`config.mk`:
```
export PLATFORM = sky130hd
export DESIGN_NAME = inv_shift_rows_stage
export DESIGN_NICKNAME = d
export VERILOG_FILES = /design/src/rtl/inv_shift_rows_stage.sv
export SDC_FILE = /design/constraint.sdc
export NUM_CORES = 1
export LEC_CHECK = 0
export BUFFER_PORTS_ARGS = -buffer_cell sky130_fd_sc_hd__buf_4
export CORE_ASPECT_RATIO = 0.6
export CORE_MARGIN = 1.5
export CORE_UTILIZATION = 45
export CTS_CLUSTER_DIAMETER = 50
export DETAILED_ROUTE_END_ITERATION = 10
export PLACE_DENSITY = 0.75
export SLEW_MARGIN = 15
export SYNTH_ARGS = -nofsm -noshare
export SYNTH_HDL_FRONTEND = slang
export SYNTH_SLANG_ARGS = --single-unit
```
`constraint.sdc`:
```
create_clock -name clk -period 18.35 [get_ports clk]
set_input_delay 5.505 -clock clk [delete_from_list [all_inputs] [get_ports clk]]
set_output_delay 5.505 -clock clk [all_outputs]
set_load 0.02 [all_outputs]
```
`src/rtl/inv_shift_rows_stage.sv`:
```
// inv_shift_rows_stage
//   AES InvShiftRows pipeline stage feeding mix_col. Each incoming state is
//   shifted on the input side and stored in a 2-entry FIFO of {state, tag}.
//   The FIFO decouples the upstream and downstream ready/valid handshakes.
//
// Ports
//   clk        single clock; every register updates on its rising edge
//   reset      asynchronous active-high reset
//   flush      synchronous discard of all buffered entries
//   in_valid   upstream state present
//   in_ready   stage can accept a state (registered count only)
//   in_state   AES state, byte k = bits [8k:8k+7], byte index 4c+r
//   in_tag     round tag, carried through unchanged
//   out_valid  shifted state present at the head
//   out_ready  downstream accepts the head entry
//   i_shift    InvShiftRows result at the head, same ordering as in_state
//   out_tag    tag of the head entry
//   occupancy  number of buffered entries (0..2)

module inv_shift_rows_stage #(
  parameter int unsigned TAG_W = 4
) (
  input  logic              clk,
  input  logic              reset,
  input  logic              flush,
  input  logic              in_valid,
  output logic              in_ready,
  input  logic [0:127]      in_state,
  input  logic [TAG_W-1:0]  in_tag,
  output logic              out_valid,
  input  logic              out_ready,
  output logic [0:127]      i_shift,
  output logic [TAG_W-1:0]  out_tag,
  output logic [1:0]        occupancy
);

  // Output byte 4c+r takes input byte 4*((c-r) mod 4)+r: row r rotates
  // right by r columns, row 0 stays in place.
  function automatic logic [0:127] inv_shift_rows(input logic [0:127] s);
    logic [0:127] r;
    r = '0;
    for (int unsigned c = 0; c < 4; c++) begin
      for (int unsigned row = 0; row < 4; row++) begin
        r[8*(4*c+row) +: 8] = s[8*(4*((c + 4 - row) % 4) + row) +: 8];
      end
    end
    return r;
  endfunction

  logic [0:127]     shifted;
  logic [0:127]     state_mem [2];
  logic [TAG_W-1:0] tag_mem   [2];
  logic             wr_ptr;
  logic             rd_ptr;
  logic [1:0]       count;
  logic             ready_en;
  logic             push;
  logic             pop;

  always_comb begin
    shifted = inv_shift_rows(in_state);
  end

  // ready_en holds in_ready low while reset is asserted and releases it at
  // the first edge afterwards, keeping in_ready purely register-derived.
  always_comb begin
    in_ready  = ready_en && (count != 2'd2);
    out_valid = (count != 2'd0);
    occupancy = count;
    i_shift   = state_mem[rd_ptr];
    out_tag   = tag_mem[rd_ptr];
    push      = in_valid && in_ready;
    pop       = out_valid && out_ready;
  end

  always_ff @(posedge clk or posedge reset) begin
    if (reset) begin
      state_mem[0] <= '0;
      state_mem[1] <= '0;
      tag_mem[0]   <= '0;
      tag_mem[1]   <= '0;
      wr_ptr       <= 1'b0;
      rd_ptr       <= 1'b0;
      count        <= 2'd0;
      ready_en     <= 1'b0;
    end else begin
      ready_en <= 1'b1;
      if (flush) begin
        wr_ptr <= 1'b0;
        rd_ptr <= 1'b0;
        count  <= 2'd0;
      end else begin
        if (push) begin
          state_mem[wr_ptr] <= shifted;
          tag_mem[wr_ptr]   <= in_tag;
          wr_ptr            <= ~wr_ptr;
        end
        if (pop) begin
          rd_ptr <= ~rd_ptr;
        end
        case ({push, pop})
          2'b10:   count <= count + 2'd1;
          2'b01:   count <= count - 2'd1;
          default: count <= count;
        endcase
      end
    end
  end

endmodule
```
# [Word level (Yosys, flattened, before mapping)]
# Index checks and enable logic that the tools add are counted.
[classes] magnitude_cmp=3 shifts=0 bitwise=5 add_sub_neg=2 n_mux=18 div=0 eq_ne=3 n_reduce_logical=9 mul=0
[op_table] cell="$mux W128" count=4
[op_table] cell="$bwmux W256" count=1
[op_table] cell="$demux W128 S1" count=1
[op_table] cell="$mux W4" count=4
[op_table] cell="$bwmux W8" count=1
[op_table] cell="$reduce_bool A2 Y1" count=3
[op_table] cell="$demux W4 S1" count=1
[op_table] cell="$ge A2 B2 Y1 const B" count=2
[op_table] cell="$logic_and A1 B1 Y1" count=4
[op_table] cell="$mux W1" count=4
[op_table] cell="$not A1 Y2" count=2
[op_table] cell="$pmux W2 S2" count=1
[op_table] cell="$not A1 Y1" count=3
[op_table] cell="$reduce_bool A3 Y1" count=1
[op_table] cell="$add A2 B1 Y2 const B" count=1
[op_table] cell="$eq A2 B1 Y1 const B" count=1
[op_table] cell="$eq A2 B2 Y1 const B" count=1
[op_table] cell="$lt A2 B1 Y1 const B" count=1
[op_table] cell="$mux W2" count=1
[op_table] cell="$ne A2 B2 Y1 const B" count=1
[op_table] cell="$reduce_and A2 Y1" count=1
[op_table] cell="$sub A2 B1 Y2 const B" count=1
[totals] register_bits=269 latchBits=0 memories=0 ram_bits=0 romBits=0 out_inout_bits=136 word_cells=48

# [Longest topological paths before layout]
# Gate-level depths: netlist (run 1).
[logic_depth] word_depth=6 mapped_depth=6 ltp_nobuf=3

# [Worst setup path before layout (run 1)]
# No wires, ideal clock.
[synth_path] kind="register -> output" from="register rd_ptr" to="output port i_shift[10] in the netlist's numbering" setup_slack_ns=11.425 stages_incl_launch_ff=5 required_time_ns=12.845 arrival_ns=1.420 cell_sequence="dfrtp_1 clkbuf_1 clkbuf_1 buf_2 mux2_2"
[synth_via] elab_chain_len=4
[synth_lines] element="start: declaration" line_no="54" source="logic rd_ptr;"
[synth_lines] element="start signal: assignment" line_no="99" source="rd_ptr <= ~rd_ptr;"
[synth_lines] element="$not A1 Y2 (not written as such)" line_no="70" source="i_shift = state_mem[rd_ptr];"
[synth_lines] element="$mux W128 (not written as such) (3 in series)" line_no="70"
[synth_lines] element="end: declaration" line_no="32" source="output logic [0:127] i_shift,"
# No other way between the ends. The select of a mux whose other input is x is not followed.

# [Worst setup path after layout (run 1)]
[layout_path] from="register rd_ptr" to="output port i_shift[63] in the netlist's numbering"
# Same word-level chain as after synthesis.

==> run metrics, run 1 <==
run status=finished, final reports clean; vias in the first global route=7187; Pre-Repair DR Iteration Count=4; Post-Route WL=around 26 mm; peak supply drop=0.07972 mV; pin count of the biggest net entering global routing=127; # resized after CTS=0; Slew @ Worst Pin=roughly 1000 ps; max cap viols=0; top-count cell post-synth=mux2_2; DR WL met3=around 2 mm; yosys warns=0; routed wire length on met2=11.47 mm; Largest stage delay, worst path=1020 ps; final hold violation count=0; I/O Buffers=272; Peak Freq=115.9 MHz; die area=around 0.028 mm²; crit path max-delay cell type=dfrtp_4; Core Region=~0.026 mm²; hold crit path type=reg2reg; synthesis-stage register bit count=269; Vias=6887; ys flop type=dfrtp_1; Nets=approximately 1100; post-synth cell types=27; Post-synth ARST share=1.000; ANT cells=0; final period utilization=0.4702; DRC Markers=0; clk_lat worst skew=~530 ps; CTS H-tree depth=1; Setup CP Type=reg2out; global-route wire length before repair=41.10 mm; initial core utilization=0.4576; most frequent CP cell=buf_4; Core Rows=46; Num Clock Sinks=between 200 and 300; Post-Syn Area per Cell=16.43 µm²; Netlist Area Pre-Place=0.01206 mm²; Worst Path Buf+Inv=2; RePlAce Congestion=approximately 0.82; syn_nets=871; Comb pwr share=0.266; Bufs on Longest Clock Path=3; static leakage=approximately 7.1 nW; Die Height=129.8 µm; Yosys top cell area share=0.5580; Critical Path RT=12840 ps; Post-synth top cells=mux2_2 (316), dfrtp_1 (269), mux2_4 (80); CTS tree=built; Setup Skew=8.338 ps; design area=0.01523 mm²; vias per cell=4.994; Clock power frac=0.313; leading area contributor after synthesis=dfrtp_1; Die X=about 210 µm; Rel. slew slack=0.3296; post-route ant nets=0; CP top delay family=flip-flops; net switching power=0.5290 mW; crit path cell chain=buf_4, mux2_2, buf_4; Switching Fraction=0.2760; CP max FO=70; wire per inst=19.08 µm; Final Max Tran Viols=0; IO Count=273; startpoint types=register; sequential share of power=0.421; share of cells above drive strength 1=0.7154; Seq/Total Area, Yosys=0.5580; post-CTS setup buffers=0; Mapped Cells=734; Post-synth EDFFs=0; DRT met1 WL=~12 mm; clk root buf=clkbuf_16; unrepaired setup endpoints after global routing=false; WHS=501.5 ps; DP HPWL=about 17 mm; Fillers=2116; Worst-path clk slew=60 ps; setup_tns=0 ps; DRT iter0 DRCs=294; Int Pwr=1.387 mW; Arr. time, crit path=around 3100 ps; Post-CTS Hold Buffers=0; top layer in use=met4; # setup viols final=0; Worst setup EP type=output pin; initial antenna violation count=0; P per Cell Area=125.8 mW/mm²; total CTS buffers=27; total grt overflow=0; synth top area cells=dfrtp_1 (56%), mux2_2 (29%), mux2_4 (10%); post-layout min period=8629 ps; GRT Overall Usage=0.1840; Layout area overhead=26.29%; Area after DPL=0.01424 mm²
-- cells by family (layout without fill, tap and decap cells) --
group,count (synthesis),after routing,share of synthesized area
mux,396,396,0.3946
flops,269,269,0.5580
buf+inv,47,332,0.03278
simple gates,12,12,0.009334
compound gates,8,8,0.004253
other cells,1,1,0.0003109
xor+xnor,1,1,0.0007262
-- worst reg2reg max path, stage by stage (launching register included) --
cell and delay, ps:
dfrtp_1 430, nor2b_4 180, nor4bb_4 290, buf_4 510, buf_4 770, mux2_2 460
-- flip-flops by register name (all words and copies together), names as in the netlist --
register	count
state_mem	256
tag_mem	8
occupancy	2
rd_ptr	1
ready_en	1
wr_ptr	1
-- through the flow --
stage / total power, mW / instances / utilization / setup WS, ps
2_1_floorplan: 1.135 / 734 / - / 5435
3_3_place_gp: 1.314 / 1330 / 0.5403 / 10300
3_5_place_dp: 1.326 / 1330 / 0.5403 / 10260
4_1_cts: 1.938 / 1378 / 0.5769 / 9668
5_1_grt: 2.003 / 1379 / 0.5779 / 9573
6_report: 1.916 / 1379 / 0.5779 / 9721
-- per-layer routing --
metal | vias to the layer above | global-route usage
li1 | 3166 | -
met2 | 180 | 0.2744
met5 | - | 0
met3 | 33 | 0.06434
met4 | 0 | 0.03273
met1 | 3508 | 0.2623
-- area by class of cell --
class                   count  area [µm²]  share of cell area
clock buffers              32       714.4             0.04690
flip-flops and latches    269        6735              0.4421
repair buffers            281        2130              0.1398
inverters                   3       18.77            0.001232
multi-input cells         418        4936              0.3240
well taps                 360       450.4             0.02957
clock inverters            16       250.2             0.01643
-- cell usage in the layout (no fill, tap or decap), types with 2 or more instances in the layout --
master / n
buf_4: 280
inv_6: 2
mux2_4: 80
clkinvlp_4: 2
nand2_1: 2
clkinv_4: 2
dfrtp_1: 268
o21ai_0: 2
nor2b_1: 2
clkinv_2: 4
mux2_2: 316
a31oi_1: 2
clkbuf_16: 27
inv_1: 2
clkbuf_1: 3
bufinv_16: 6
clkbuf_8: 2
-- power by group through the flow --
| stage | combinational, mW | sequential [mW] | clock (mW) |
|---|---|---|---|
| 6_report | 0.509 | 0.807 | 0.600 |
| 3_5_place_dp | 0.512 | 0.815 | 0 |
| 3_3_place_gp | 0.500 | 0.813 | 0 |
| 4_1_cts | 0.515 | 0.807 | 0.616 |
| 2_1_floorplan | 0.349 | 0.786 | 0 |
| 5_1_grt | 0.543 | 0.823 | 0.638 |
-- worst paths after layout --
kind,startpoint,end,slack [ps],depth (start not counted)
min in group asynchronous,reset,state_mem[63]$_DFFE_PP0P_,5170,2
max in group asynchronous,reset,state_mem[51]$_DFFE_PP0P_,11880,3
hold / removal,state_mem[85]$_DFFE_PP0P_,state_mem[85]$_DFFE_PP0P_,500,1
hold reg to reg,state_mem[85]$_DFFE_PP0P_,state_mem[85]$_DFFE_PP0P_,500,1
setup / recovery,rd_ptr$_DFFE_PP0P_,i_shift[63],9720,3
setup reg to reg,occupancy[1]$_DFFE_PP0P_,state_mem[249]$_DFFE_PP0P_,15600,5
No activity file was read; power rests on OpenSTA's default activity.
==> run 2, diff against run 1 <==
- PLACE_DENSITY: 0.75 -> 0.78
- clock period: 18.35 -> 7.5 ns (I/O delays scaled with it)
==> run 2 against run 1 <==
Compared with the run above:
- total power up 140%
- count of clock-buffer cells in the layout grew 4
- worst hold slack worse by 0.84 ps
- core utilization down 0.11 points
- critical path type unchanged
- largest cell class unchanged
- largest power group unchanged
==> run metrics, run 2 (same netlist as run 1, synthesis figures left out) <==
run status=finished, final reports clean; static leakage=7.125 nW (-0.26%); GRT Overall Usage=0.1812 (-0.002777); Layout area overhead=26.05%; Final Max Tran Viols=0 (unchanged); peak supply drop=0.1894 mV (+140%); Slew @ Worst Pin=1025 ps (+19.40 ps); ANT cells=0 (unchanged); overall power=4.633 mW (+140%); RePlAce Congestion=0.7608 (-7.1%); CTS H-tree depth=1 (unchanged); global-route wire length before repair=40.68 mm (-1.0%); Post-Route WL=25.55 mm (-2.9%); commonest non-fill, non-tap cell in the layout=mux2_2; Comb pwr share=0.271 (+0.005); net switching power=1.286 mW (+140%); Vias=6898 (+0.16%); P per Cell Area=304.7 mW/mm² (+140%); design area=0.01520 mm² (-0.20%); I/O Buffers=272 (unchanged); IO Count=273 (unchanged); Fillers=2112 (-0.19%); Clock power frac=0.305 (-0.008); clk root buf=clkbuf_16; Int Pwr=3.347 mW (+140%); Rel. slew slack=0.3166 (-0.01294); post-route ant nets=0 (unchanged); WHS=500.7 ps (-0.8370 ps); setup_tns=0 ps (unchanged); Nets=1137 (unchanged); Worst-path clk slew=60 ps (about the same); Pre-Repair DR Iteration Count=4 (unchanged); Arr. time, crit path=2660 ps (-460 ps); Critical Path RT=5250 ps (-7590 ps); DRT iter0 DRCs=373 (+27%); DP HPWL=16.55 mm (-3.9%); Switching Fraction=0.2776 (+0.001559); unrepaired setup endpoints after global routing=false; # setup viols final=0 (unchanged); Die X=214.4 µm (unchanged); most frequent cells in the layout=mux2_2 (316), buf_4 (279), dfrtp_1 (268); sequential share of power=0.424 (+0.003); post-CTS setup buffers=0 (unchanged); Worst setup EP type=output pin; vias per cell=5.002 (+0.16%); initial antenna violation count=0 (unchanged); clk_lat worst skew=540 ps (about the same); total CTS buffers=27 (unchanged); Core Region=0.02636 mm² (unchanged); final hold violation count=0 (unchanged); startpoint types=register; total grt overflow=0 (unchanged); Bufs on Longest Clock Path=3 (unchanged); vias in the first global route=7372 (+2.6%); Num Clock Sinks=269 (unchanged); # resized after CTS=0 (unchanged); Area after DPL=0.01427 mm² (+0.20%); pin count of the biggest net entering global routing=149 (+17%); post-layout min period=4914 ps; worst r2r path cells=4 (-1); DRC Markers=0 (unchanged); Reg with most FFs=state_mem; Setup CP Type=reg2out; hold crit path type=reg2reg; initial core utilization=0.4576 (unchanged); CP max FO=57 (-19%); share of cells above drive strength 1=0.7134 (-0.001963); max reg flops=256 (unchanged); Core Rows=46 (unchanged); Die Height=129.8 µm (unchanged); Peak Freq=a little over 200 MHz; max cap viols=0 (unchanged); wire per inst=18.53 µm (-2.9%); Setup Skew=14.04 ps (+5.707 ps); CTS tree=built; Post-CTS Hold Buffers=0 (unchanged); die area=0.02783 mm² (unchanged); hold path cells=1 (unchanged); final period utilization=0.6552
run 2: changes by cell type in the layout (fill, tap and decap cells not counted):
cell and delta:
buf_12 +2, bufinv_16 -2, clkbuf_1 +2, clkbuf_8 +2
clkinv_4 -2, buf_16 -1, buf_4 -1, clkinv_2 -1
clkinv_8 +1, clkinvlp_4 +1, inv_8 -1
run 2: final timing paths:
check                                                start                    endpoint  slack [ps]
max in group asynchronous                            reset  state_mem[152]$_DFFE_PP0P_        4220
worst min-delay path            state_mem[113]$_DFFE_PP0P_  state_mem[113]$_DFFE_PP0P_         500
worst max register to register    occupancy[1]$_DFFE_PP0P_   state_mem[28]$_DFFE_PP0P_        4940
worst min register to register  state_mem[113]$_DFFE_PP0P_  state_mem[113]$_DFFE_PP0P_         500
worst max-delay path                    rd_ptr$_DFFE_PP0P_                 i_shift[27]        2590
min in group asynchronous                            reset   state_mem[73]$_DFFE_PP0P_        1890
run 2: metal layers:
layer  vias to the layer above  wire [µm]  global-route usage
met2                       170      11160              0.2792
met3                        26       1633             0.05082
met4                         0        292             0.02858
li1                       3173          -                   -
met1                      3529      12460              0.2605
met5                         -          0                   0
run 2: stage by stage:
| stage | utilization | setup slack [ps] | cells |
|---|---|---|---|
| floorplan | - | 1697 | 734 |
| global placement | 0.5414 | 3029 | 1331 |
| detailed placement | 0.5414 | 3028 | 1331 |
| CTS | 0.5768 | 2534 | 1379 |
| global route | 0.5768 | 2451 | 1379 |
| finish | 0.5768 | 2586 | 1379 |
run 2: area by class of cell:
cell class	instances	area [µm²]	share of cell area
multi-input cells	418	4936	0.3246
clock buffers	36	749.5	0.04929
clock inverters	12	183.9	0.01210
repair buffers	281	2135	0.1404
flip-flops and latches	269	6735	0.4430
well taps	360	450.4	0.02962
inverters	3	15.01	0.0009875
run 2: worst max-delay path, cell delays in order (launching register included):
cell	delay (ps)
dfrtp_4	730
buf_4	720
mux2_2	440
buf_4	160
run 2: power by group through the flow:
stage                     combinational (mW)  sequential [mW]  clock (mW)
final                                   1.25             1.96        1.42
after global routing                    1.34             2.01        1.51
after CTS                               1.27             1.96        1.46
after detailed placement                1.26             1.98           0
after global placement                  1.23             1.97           0
after floorplan                        0.854             1.92           0
